--- src/rtl/spectrum_upload_framer_pkg.sv ---
// Shared types and defaults for the spectrum upload framer and its helpers.
package spectrum_upload_framer_pkg;

  localparam int unsigned DIN_W           = 64;
  localparam int unsigned DOUT_W          = 32;
  localparam int unsigned CNT_W           = 16;
  localparam int unsigned FRAME_WORDS_DEF = 2048;
  localparam int unsigned SHIFT_DEF       = 16;
  localparam logic [DOUT_W-1:0] HDR_MAGIC_DEF = 32'hCCD1_5A5A;

  typedef enum logic [2:0] {
    IDLE,
    ARMED,
    HDR0,
    HDR1,
    DATA,
    TAIL
  } state_t;

endpackage

--- src/rtl/spectrum_upload_framer_sat.sv ---
// spectrum_sat_shift: registered 64->32 right-shift and saturate stage.
// Ports:
//   clk, rst   clock, async active-high reset
//   flush      discard the word being loaded this cycle (out_valid forced low)
//   in_valid   din qualifier
//   din        64-bit accumulated word
//   out_valid  registered qualifier for dout/sat
//   dout       (din >> SHIFT) clamped to 32 bits
//   sat        high when the shifted value did not fit in 32 bits
module spectrum_sat_shift
  import spectrum_upload_framer_pkg::*;
#(
  parameter int unsigned SHIFT = SHIFT_DEF
) (
  input  logic              clk,
  input  logic              rst,
  input  logic              flush,
  input  logic              in_valid,
  input  logic [DIN_W-1:0]  din,
  output logic              out_valid,
  output logic [DOUT_W-1:0] dout,
  output logic              sat
);

  logic [DIN_W-1:0] shifted_c;
  logic             over_c;

  assign shifted_c = din >> SHIFT;
  assign over_c    = |shifted_c[DIN_W-1:DOUT_W];

  // Data/sat only load on a valid word so idle cycles do not toggle the datapath.
  always_ff @(posedge clk or posedge rst) begin
    if (rst) begin
      out_valid <= 1'b0;
      dout      <= '0;
      sat       <= 1'b0;
    end else begin
      out_valid <= in_valid & ~flush;
      if (in_valid) begin
        sat  <= over_c;
        dout <= over_c ? '1 : shifted_c[DOUT_W-1:0];
      end
    end
  end

endmodule

--- src/rtl/spectrum_upload_framer.sv ---
// spectrum_upload_framer: frames one FRAME_WORDS burst of 64-bit accumulated
// spectrum words into a 32-bit stream: HDR_MAGIC, {frame_cnt, FRAME_WORDS},
// scaled/saturated data words, then a 32-bit wrapping checksum tail.
// Ports:
//   clk, rst       clock, async active-high reset
//   upload_en      low level aborts an open frame and idles the framer
//   trigger_start  single-cycle frame start (honoured only when armed)
//   din/din_valid  accumulated words, no backpressure
//   dout/dout_valid framed output stream
//   sof / eof      with header word 0 / with the tail word
//   sat_flag       with the tail: some word of this frame saturated
//   frame_cnt      completed frames, wraps
//   frame_abort    one-cycle pulse when a frame is cut by upload_en
//   err_overrun    sticky: din_valid outside the data window
//   err_trigger    sticky: trigger_start while a frame was open
module spectrum_upload_framer
  import spectrum_upload_framer_pkg::*;
#(
  parameter int unsigned       FRAME_WORDS = FRAME_WORDS_DEF,
  parameter int unsigned       SHIFT       = SHIFT_DEF,
  parameter logic [DOUT_W-1:0] HDR_MAGIC   = HDR_MAGIC_DEF
) (
  input  logic              clk,
  input  logic              rst,
  input  logic              upload_en,
  input  logic              trigger_start,
  input  logic [DIN_W-1:0]  din,
  input  logic              din_valid,
  output logic [DOUT_W-1:0] dout,
  output logic              dout_valid,
  output logic              sof,
  output logic              eof,
  output logic              sat_flag,
  output logic [CNT_W-1:0]  frame_cnt,
  output logic              frame_abort,
  output logic              err_overrun,
  output logic              err_trigger
);

  localparam logic [CNT_W-1:0] FW = CNT_W'(FRAME_WORDS);

  state_t             state_q, state_d;
  logic [CNT_W-1:0]   word_cnt_q, word_cnt_d;
  logic [DOUT_W-1:0]  cksum_q, cksum_d;
  logic               frame_sat_q, frame_sat_d;

  logic [DOUT_W-1:0]  dout_d;
  logic               dout_valid_d, sof_d, eof_d, sat_flag_d, frame_abort_d;
  logic               err_overrun_d, err_trigger_d;
  logic [CNT_W-1:0]   frame_cnt_d;

  logic               in_frame_c, abort_c, accept_c;
  logic               s1_valid, s1_sat;
  logic [DOUT_W-1:0]  s1_data;

  assign in_frame_c = state_q inside {HDR0, HDR1, DATA, TAIL};
  assign abort_c    = ~upload_en & (state_q != IDLE);
  assign accept_c   = din_valid & upload_en & (state_q == DATA) & (word_cnt_q != FW);

  // Pipeline stage 1: shift and saturate; abort discards the in-flight word.
  spectrum_sat_shift #(
    .SHIFT (SHIFT)
  ) u_sat (
    .clk       (clk),
    .rst       (rst),
    .flush     (abort_c),
    .in_valid  (accept_c),
    .din       (din),
    .out_valid (s1_valid),
    .dout      (s1_data),
    .sat       (s1_sat)
  );

  // Next-state and next-output logic; the output register is stage 2.
  always_comb begin
    state_d       = state_q;
    word_cnt_d    = word_cnt_q;
    cksum_d       = cksum_q;
    frame_sat_d   = frame_sat_q;
    dout_d        = dout;
    dout_valid_d  = 1'b0;
    sof_d         = 1'b0;
    eof_d         = 1'b0;
    sat_flag_d    = 1'b0;
    frame_abort_d = 1'b0;
    frame_cnt_d   = frame_cnt;
    err_overrun_d = err_overrun | (din_valid & ~((state_q == DATA) & (word_cnt_q != FW)));
    err_trigger_d = err_trigger | (trigger_start & in_frame_c);

    // Stage 1 output feeds dout and the checksum in the same cycle.
    if (s1_valid) begin
      dout_d       = s1_data;
      dout_valid_d = 1'b1;
      cksum_d      = cksum_q + s1_data;
      frame_sat_d  = frame_sat_q | s1_sat;
    end

    unique case (state_q)
      IDLE: begin
        if (upload_en) state_d = ARMED;
      end
      ARMED: begin
        if (trigger_start) begin
          state_d      = HDR0;
          word_cnt_d   = '0;
          cksum_d      = '0;
          frame_sat_d  = 1'b0;
          dout_d       = HDR_MAGIC;
          dout_valid_d = 1'b1;
          sof_d        = 1'b1;
        end
      end
      HDR0: begin
        state_d      = HDR1;
        dout_d       = {frame_cnt, FW};
        dout_valid_d = 1'b1;
      end
      HDR1: begin
        state_d = DATA;
      end
      DATA: begin
        if (accept_c) begin
          word_cnt_d = word_cnt_q + CNT_W'(1);
          if (word_cnt_q + CNT_W'(1) == FW) state_d = TAIL;
        end
      end
      TAIL: begin
        // Wait for the last word to leave stage 1 so the checksum is complete.
        if (!s1_valid) begin
          dout_d       = cksum_q;
          dout_valid_d = 1'b1;
          eof_d        = 1'b1;
          sat_flag_d   = frame_sat_q;
          frame_cnt_d  = frame_cnt + CNT_W'(1);
          state_d      = ARMED;
        end
      end
      default: state_d = IDLE;
    endcase

    // Losing upload_en overrides everything: flush, no tail, count untouched.
    if (abort_c) begin
      state_d       = IDLE;
      dout_d        = dout;
      dout_valid_d  = 1'b0;
      sof_d         = 1'b0;
      eof_d         = 1'b0;
      sat_flag_d    = 1'b0;
      frame_cnt_d   = frame_cnt;
      frame_abort_d = in_frame_c;
    end
  end

  // State and registered outputs.
  always_ff @(posedge clk or posedge rst) begin
    if (rst) begin
      state_q     <= IDLE;
      word_cnt_q  <= '0;
      cksum_q     <= '0;
      frame_sat_q <= 1'b0;
      dout        <= '0;
      dout_valid  <= 1'b0;
      sof         <= 1'b0;
      eof         <= 1'b0;
      sat_flag    <= 1'b0;
      frame_cnt   <= '0;
      frame_abort <= 1'b0;
      err_overrun <= 1'b0;
      err_trigger <= 1'b0;
    end else begin
      state_q     <= state_d;
      word_cnt_q  <= word_cnt_d;
      cksum_q     <= cksum_d;
      frame_sat_q <= frame_sat_d;
      dout        <= dout_d;
      dout_valid  <= dout_valid_d;
      sof         <= sof_d;
      eof         <= eof_d;
      sat_flag    <= sat_flag_d;
      frame_cnt   <= frame_cnt_d;
      frame_abort <= frame_abort_d;
      err_overrun <= err_overrun_d;
      err_trigger <= err_trigger_d;
    end
  end

endmodule

--- config.mk ---
export PLATFORM = sky130hd
export DESIGN_NAME = spectrum_upload_framer
export DESIGN_NICKNAME = d
export VERILOG_FILES = /design/src/rtl/spectrum_upload_framer_pkg.sv /design/src/rtl/spectrum_upload_framer_sat.sv /design/src/rtl/spectrum_upload_framer.sv
export SDC_FILE = /design/constraint.sdc
export NUM_CORES = 1
export LEC_CHECK = 0
export CAP_MARGIN = 10
export CELL_PAD_IN_SITES_DETAIL_PLACEMENT = 2
export CELL_PAD_IN_SITES_GLOBAL_PLACEMENT = 2
export CORE_ASPECT_RATIO = 0.75
export CORE_MARGIN = 3
export CORE_UTILIZATION = 36
export DETAILED_ROUTE_END_ITERATION = 10
export PLACE_DENSITY_LB_ADDON = 0.1
export SKIP_LAST_GASP = 1
export SLEW_MARGIN = 20
export SYNTH_ARGS = -nofsm -noshare
export SYNTH_HDL_FRONTEND = slang
export SYNTH_SLANG_ARGS = --single-unit
--- constraint.sdc ---
create_clock -name clk -period 9.4 [get_ports clk]
set_input_delay 1.41 -clock clk [delete_from_list [all_inputs] [get_ports clk]]
set_output_delay 1.41 -clock clk [all_outputs]
set_load 0.01 [all_outputs]
Word-level counts from Yosys, hierarchy flattened
Cells that the tools add are included.
{ "totals": {"out_inout_bits": 55, "input_bits": 69, "elab_cells": 92, "reg_bits": 141} }
{ "op_classes": {"muxes": 36, "n_eq_ne": 14, "n_reduce_logical": 8, "addsub": 3, "bitwise_logic": 15} }
{ "ops": {"columns": ["cell", "count"], "rows": [
  ["$mux 32", 7],
  ["$pmux 32 s3", 1],
  ["$add 16x1->16 const B", 2],
  ["$add 32x32->32", 1],
  ["$mux 16", 2],
  ["$pmux 16 s2", 1],
  ["$mux 3", 6],
  ["$pmux 3 s6", 1],
  ["$mux 1", 17],
  ["$eq 16x12->1 const B", 1],
  ["$ne 16x12->1 const B", 1],
  ["$reduce_or 16->1", 1],
  ["$ne 3x2->1 const B", 3],
  ["$and 1x1->1", 8],
  ["$eq 3x2->1 const B", 2],
  ["$eq 3x3->1 const B", 2],
  ["$ne 3x1->1 const B", 2],
  ["$reduce_and 3->1", 2],
  ["$reduce_and 5->1", 1],
  ["$not 1->1", 4],
  ["$reduce_bool 4->1", 1],
  ["$eq 3x1->1 const B", 1],
  ["$logic_not 3->1", 1],
  ["$or 1x1->1", 3],
  ["5 further kinds", 5]
]} }

Longest topological paths before layout
{ "depth": {"depth_word": 6, "depth_mapped": 11, "ltp_nobuf": 11} }

Hierarchy
From an unflattened synthesis, not the netlist that was laid out.
{ "unflattened": {"hier_cells": 962, "area_unflattened_um2": 8524.4} }
{ "by_module_without_submodules": {"columns": ["module", "cells_per_inst", "seq_area_each_um2", "area_per_inst_um2", "n_inst"], "rows": [
  ["spectrum_upload_framer", 805, 2677.6, 6956.7, 1],
  ["spectrum_sat_shift", 157, 850.8, 1567.8, 1]
]} }

Worst setup path after synthesis
No wires, ideal clock.
{ "synth_timing": {"path_type": "in2reg", "start": "in upload_en", "end": "reg state_q[2]", "setup_time_ns": 0.135, "path_slack_ns": 6.409, "path_buffers": 1, "t_arrival_ns": 2.856, "path_stages": 9, "t_required_ns": 9.265, "cell_sequence": "clkbuf_1 -> inv_1 -> nor2_1 -> nand3_2 -> nor4_1 -> and3_1 -> a21oi_1 -> o31ai_1 -> o41ai_1"} }
{ "synth_via": {"elab_chain_cells": 5, "word_cells_on_any_way": 12, "classes_between": "eq/ne: 5; mux: 1; bitwise: 5; reduce/logical: 1"} }
{ "synth_lines": {"columns": ["element", "line_no", "text"], "rows": [
  ["start: declaration", "spectrum_upload_framer.sv:25", "input logic upload_en,"],
  ["$and 1x1->1 (3 in series)", "spectrum_upload_framer.sv:58", "assign accept_c = din_valid & upload_en & (state_q == DATA) & (word_cnt_q != FW);"],
  ["$ne 3x1->1 (no line)", null, null],
  ["$reduce_and 5->1 (no line)", null, null],
  ["end signal: assignment", "spectrum_upload_framer.sv:171", "state_q <= state_d;"],
  ["end: declaration", "spectrum_upload_framer.sv:42", "state_t state_q, state_d;"]
]} }
Several ways; a longest one is shown, not always the timed one.
A chain may end at the register's enable or synchronous reset.

Final worst setup path
{ "layout_timing": {"start": "in upload_en", "end": "reg word_cnt_q[3]"} }
{ "layout_via": {"elab_chain_cells": 5} }
{ "layout_lines": {"columns": ["element", "line_no", "text"], "rows": [
  ["$and 1x1->1 (3 in series)", "spectrum_upload_framer.sv:58", null],
  ["$ne 2x1->1 (no line)", null, null],
  ["$reduce_and 3->1 (no line)", null, null],
  ["end signal: assignment", "spectrum_upload_framer.sv:172", "word_cnt_q <= word_cnt_d;"],
  ["end: declaration", "spectrum_upload_framer.sv:43", "logic [CNT_W-1:0] word_cnt_q, word_cnt_d;"]
]} }
Every way passes these cells.

==> results.toml <==
[outcome]
run_status = "finished, final reports clean"

[floorplanning]
initial_core_util = 0.369
die-height_microns = 137
dieArea_sq_mm = 0.0246
num_rows = 47
core_sq_mm = 0.0222
die_w_microns = 180
io-pin-count = 124

[final_layout]
layout-drive-gt1-share = 0.0633
nets = 1134
area_growth_pct = 24.7
diodes = 0

[sta]
setup-tns-final_ps = 0
hold_viol = 0
tightest_slew_ps = 1130
setup_violations = 0
fin_skew_ps = 11.6
slew_headroom = 0.246
slew_viol_final = 0
period_share = 0.461
rsz0062_at_grt = "no"
holdWs_ps = 482
finalCriticalPeriod_ps = 4330
max_freq_ghz = 0.231

[detailed_routing]
drt-wirelength-per-cell_microns = 23.0
drc = 0
viasPerCell = 5.81
dr.pass1.iters = 6
routed_wl_mm = 30.7
drtIter0Drc = 433
num_vias = 7766
ant_nets = 0

[worst_setup_path]
slowest_delay_ps = 670
critPathCaptureType = "flip-flop"
cp_slowest_cell = "clkdlybuf4s50_1"
path_class = "in -> reg"
worst_r2r_endpoint = "word_cnt_q[3]$_DFFE_PP0P_"
r2r-start = "word_cnt_q[0]$_DFFE_PP0P_"
rrSetupSlack_ps = 5600
cp.required_ps = 9730
cp.depth = 9
cpLargestDelayFamily = "buffers and inverters"
worst-path-buf-inv = 4
cp_data_arrival_time_ps = 4670
startpoint_type = "primary input"
r2r_cells = 10
crit_path_cell_trace = "clkdlybuf4s50_1 > inv_1 > nor2_1 > nand3_2 > buf_4 > inv_2 > nor2_2 > o21ai_0 > o31ai_1"
cp_max_fo = 51

[placement]
routabilityCongestion = 0.840
dp_hpwl_mm = 20.5
portBuffers = 107

[run]
max_cap_violations = 0

[pwr]
pwr-share-clk = 0.303
netSwitchingFraction = 0.381
p_per_area_mw_per_mm2 = 259
combPwrFrac = 0.351
intPower_w = 0.00164
sequentialPowerShare = 0.346
p_switching_w = 0.00101
irDropWorstVdd_v = 0.000152
p_leak_nw = 4.59

[synth]
syn_area_sq_mm = 0.00820
syn_area_per_cell_sq_um = 8.70
synth.distinct_cells = 67
synth_ff_type = "dfrtp_1"
async_flop_share = 1.00
ys_warn_count = 0
ys_ff_latch = 141
synth-edff-count = 0
postSynthCellCount = 943
synth_seq_area_share = 0.430
synth_nets = 1048

[clocking]
htreeDepth = 4
cts_buffers = 17
path_clk_slew_ps = 70
cts_setup_buffers = 0
clk_latency_ps = 440
cts.sinks = 141
cts_hold_buf = 0
cts_tree = "yes"
root_buffer = "clkbuf_16"
cts-resized-gates = 0
clockBufferDepth = 2

[grt]
grtUsageTotal = 0.255
grt_max_degree = 72
grt_overflow = 0
grt_pass1_wl_mm = 49.2
antenna_found_initial = 0
grt_pass1_vias = 8618

[hold_path]
whs_endpoint = "err_trigger$_DFF_PP0_"
holdPathStages = 1
hold_start = "err_trigger$_DFF_PP0_"
hp-class = "reg -> reg"
worst max path at each step:
stage,start,slack (ps),endpoint
floorplan,rst,4210,cksum_q[0]$_DFF_PP0_
global placement,upload_en,4670,word_cnt_q[3]$_DFFE_PP0P_
detailed placement,upload_en,4630,word_cnt_q[11]$_DFFE_PP0P_
CTS,upload_en,4960,word_cnt_q[3]$_DFFE_PP0P_
global route,upload_en,4750,word_cnt_q[6]$_DFFE_PP0P_
finish,upload_en,5070,word_cnt_q[3]$_DFFE_PP0P_
logic make-up after synthesis:
group                      synth area share
AOI/OAI and AO/OA                     0.234
xor gates and xnor gates             0.0438
adders and majority gates            0.0558
buffers and inverters                0.0352
DFF                                   0.430
muxes                                0.0258
and+or+nand+nor                       0.175
per-layer routing:
metal,vias up,wire (microns),track usage
met5,-,0,0
li1,3567,-,-
met3,31,1250,0.0478
met4,0,450,0.0665
met2,155,14400,0.423
met1,4013,14600,0.346
registers in the layout, indices dropped and copies added, names as in the netlist:
signal	count
sat_flag	1
dout	32
err_trigger	1
err_overrun	1
frame_cnt	16
frame_abort	1
state_q	3
frame_sat_q	1
u_sat.out_valid	1
u_sat.dout	32
u_sat.sat	1
eof	1
sof	1
dout_valid	1
cksum_q	32
word_cnt_q	16
synth_stat cells, types with 14 or more instances:
cell / n / area (sq um)
a22oi_1: 25 / 188
ha_1: 35 / 438
xor2_1: 14 / 123
a21oi_1: 66 / 330
xnor2_1: 27 / 236
dfrtp_1: 141 / 3530
clkbuf_1: 40 / 150
nand3_1: 14 / 70.1
nor2_1: 83 / 312
nand4_1: 15 / 93.8
inv_1: 19 / 71.3
mux2i_1: 20 / 200
nand2_1: 138 / 518
o21ai_0: 128 / 641
a21o_1: 15 / 113
cells in the final DEF (no fill, tap or decap), types with 4 or more instances in the layout:
cell / instances
a21o_1: 15
a21oi_1: 65
a222oi_1: 7
a22oi_1: 25
a31oi_1: 11
and2_1: 4
and3_1: 12
buf_4: 13
bufinv_16: 6
clkbuf_16: 17
clkdlybuf4s50_1: 107
dfrtp_1: 140
ha_1: 35
inv_1: 18
mux2i_1: 20
nand2_1: 138
nand2b_1: 4
nand3_1: 14
nand4_1: 15
nor2_1: 82
nor2b_1: 6
nor3_1: 9
nor4_1: 8
o211ai_1: 12
o21a_1: 12
o21ai_0: 128
o21bai_1: 7
o31ai_1: 6
xnor2_1: 27
xor2_1: 14
through the flow:
step                      utilization  cell area, sq um  cells  power, W  setup WS [ps]
after global placement          0.429              9540   1304   0.00179           4670
after CTS                       0.460             10200   1336   0.00266           4960
final                           0.460             10200   1336   0.00265           5070
after detailed placement        0.429              9540   1304   0.00184           4630
after floorplan                     -              8200    943   0.00143           4210
after global routing            0.460             10200   1336   0.00281           4750
worst register-to-register path, stage by stage, from the launching register on:
cell and delay, ps:
dfrtp_1 440, inv_1 90, ha_1 150, or4b_1 460, o31a_1 350, nand3_2 80
buf_4 540, inv_2 570, nor2_2 670, o21ai_0 240, o31ai_1 110
layout make-up:
cell class	count	area, sq um
Tap cell	294	368
Clock buffer	21	470
Multi-Input combinational cell	729	4400
Timing Repair Buffer	120	1170
Inverter	20	80.1
Sequential cell	141	3530
Clock inverter	11	211
Fill cell	2426	12000
power groups by stage:
stage | clock [W] | sequential [W] | combinational (W)
floorplan | 0 | 0.000872 | 0.000557
global placement | 0 | 0.000916 | 0.000877
detailed placement | 0 | 0.000921 | 0.000921
CTS | 0.000815 | 0.000914 | 0.000935
global route | 0.000841 | 0.000938 | 0.00103
finish | 0.000803 | 0.000917 | 0.000929
Power figures use the tool's default switching activity.
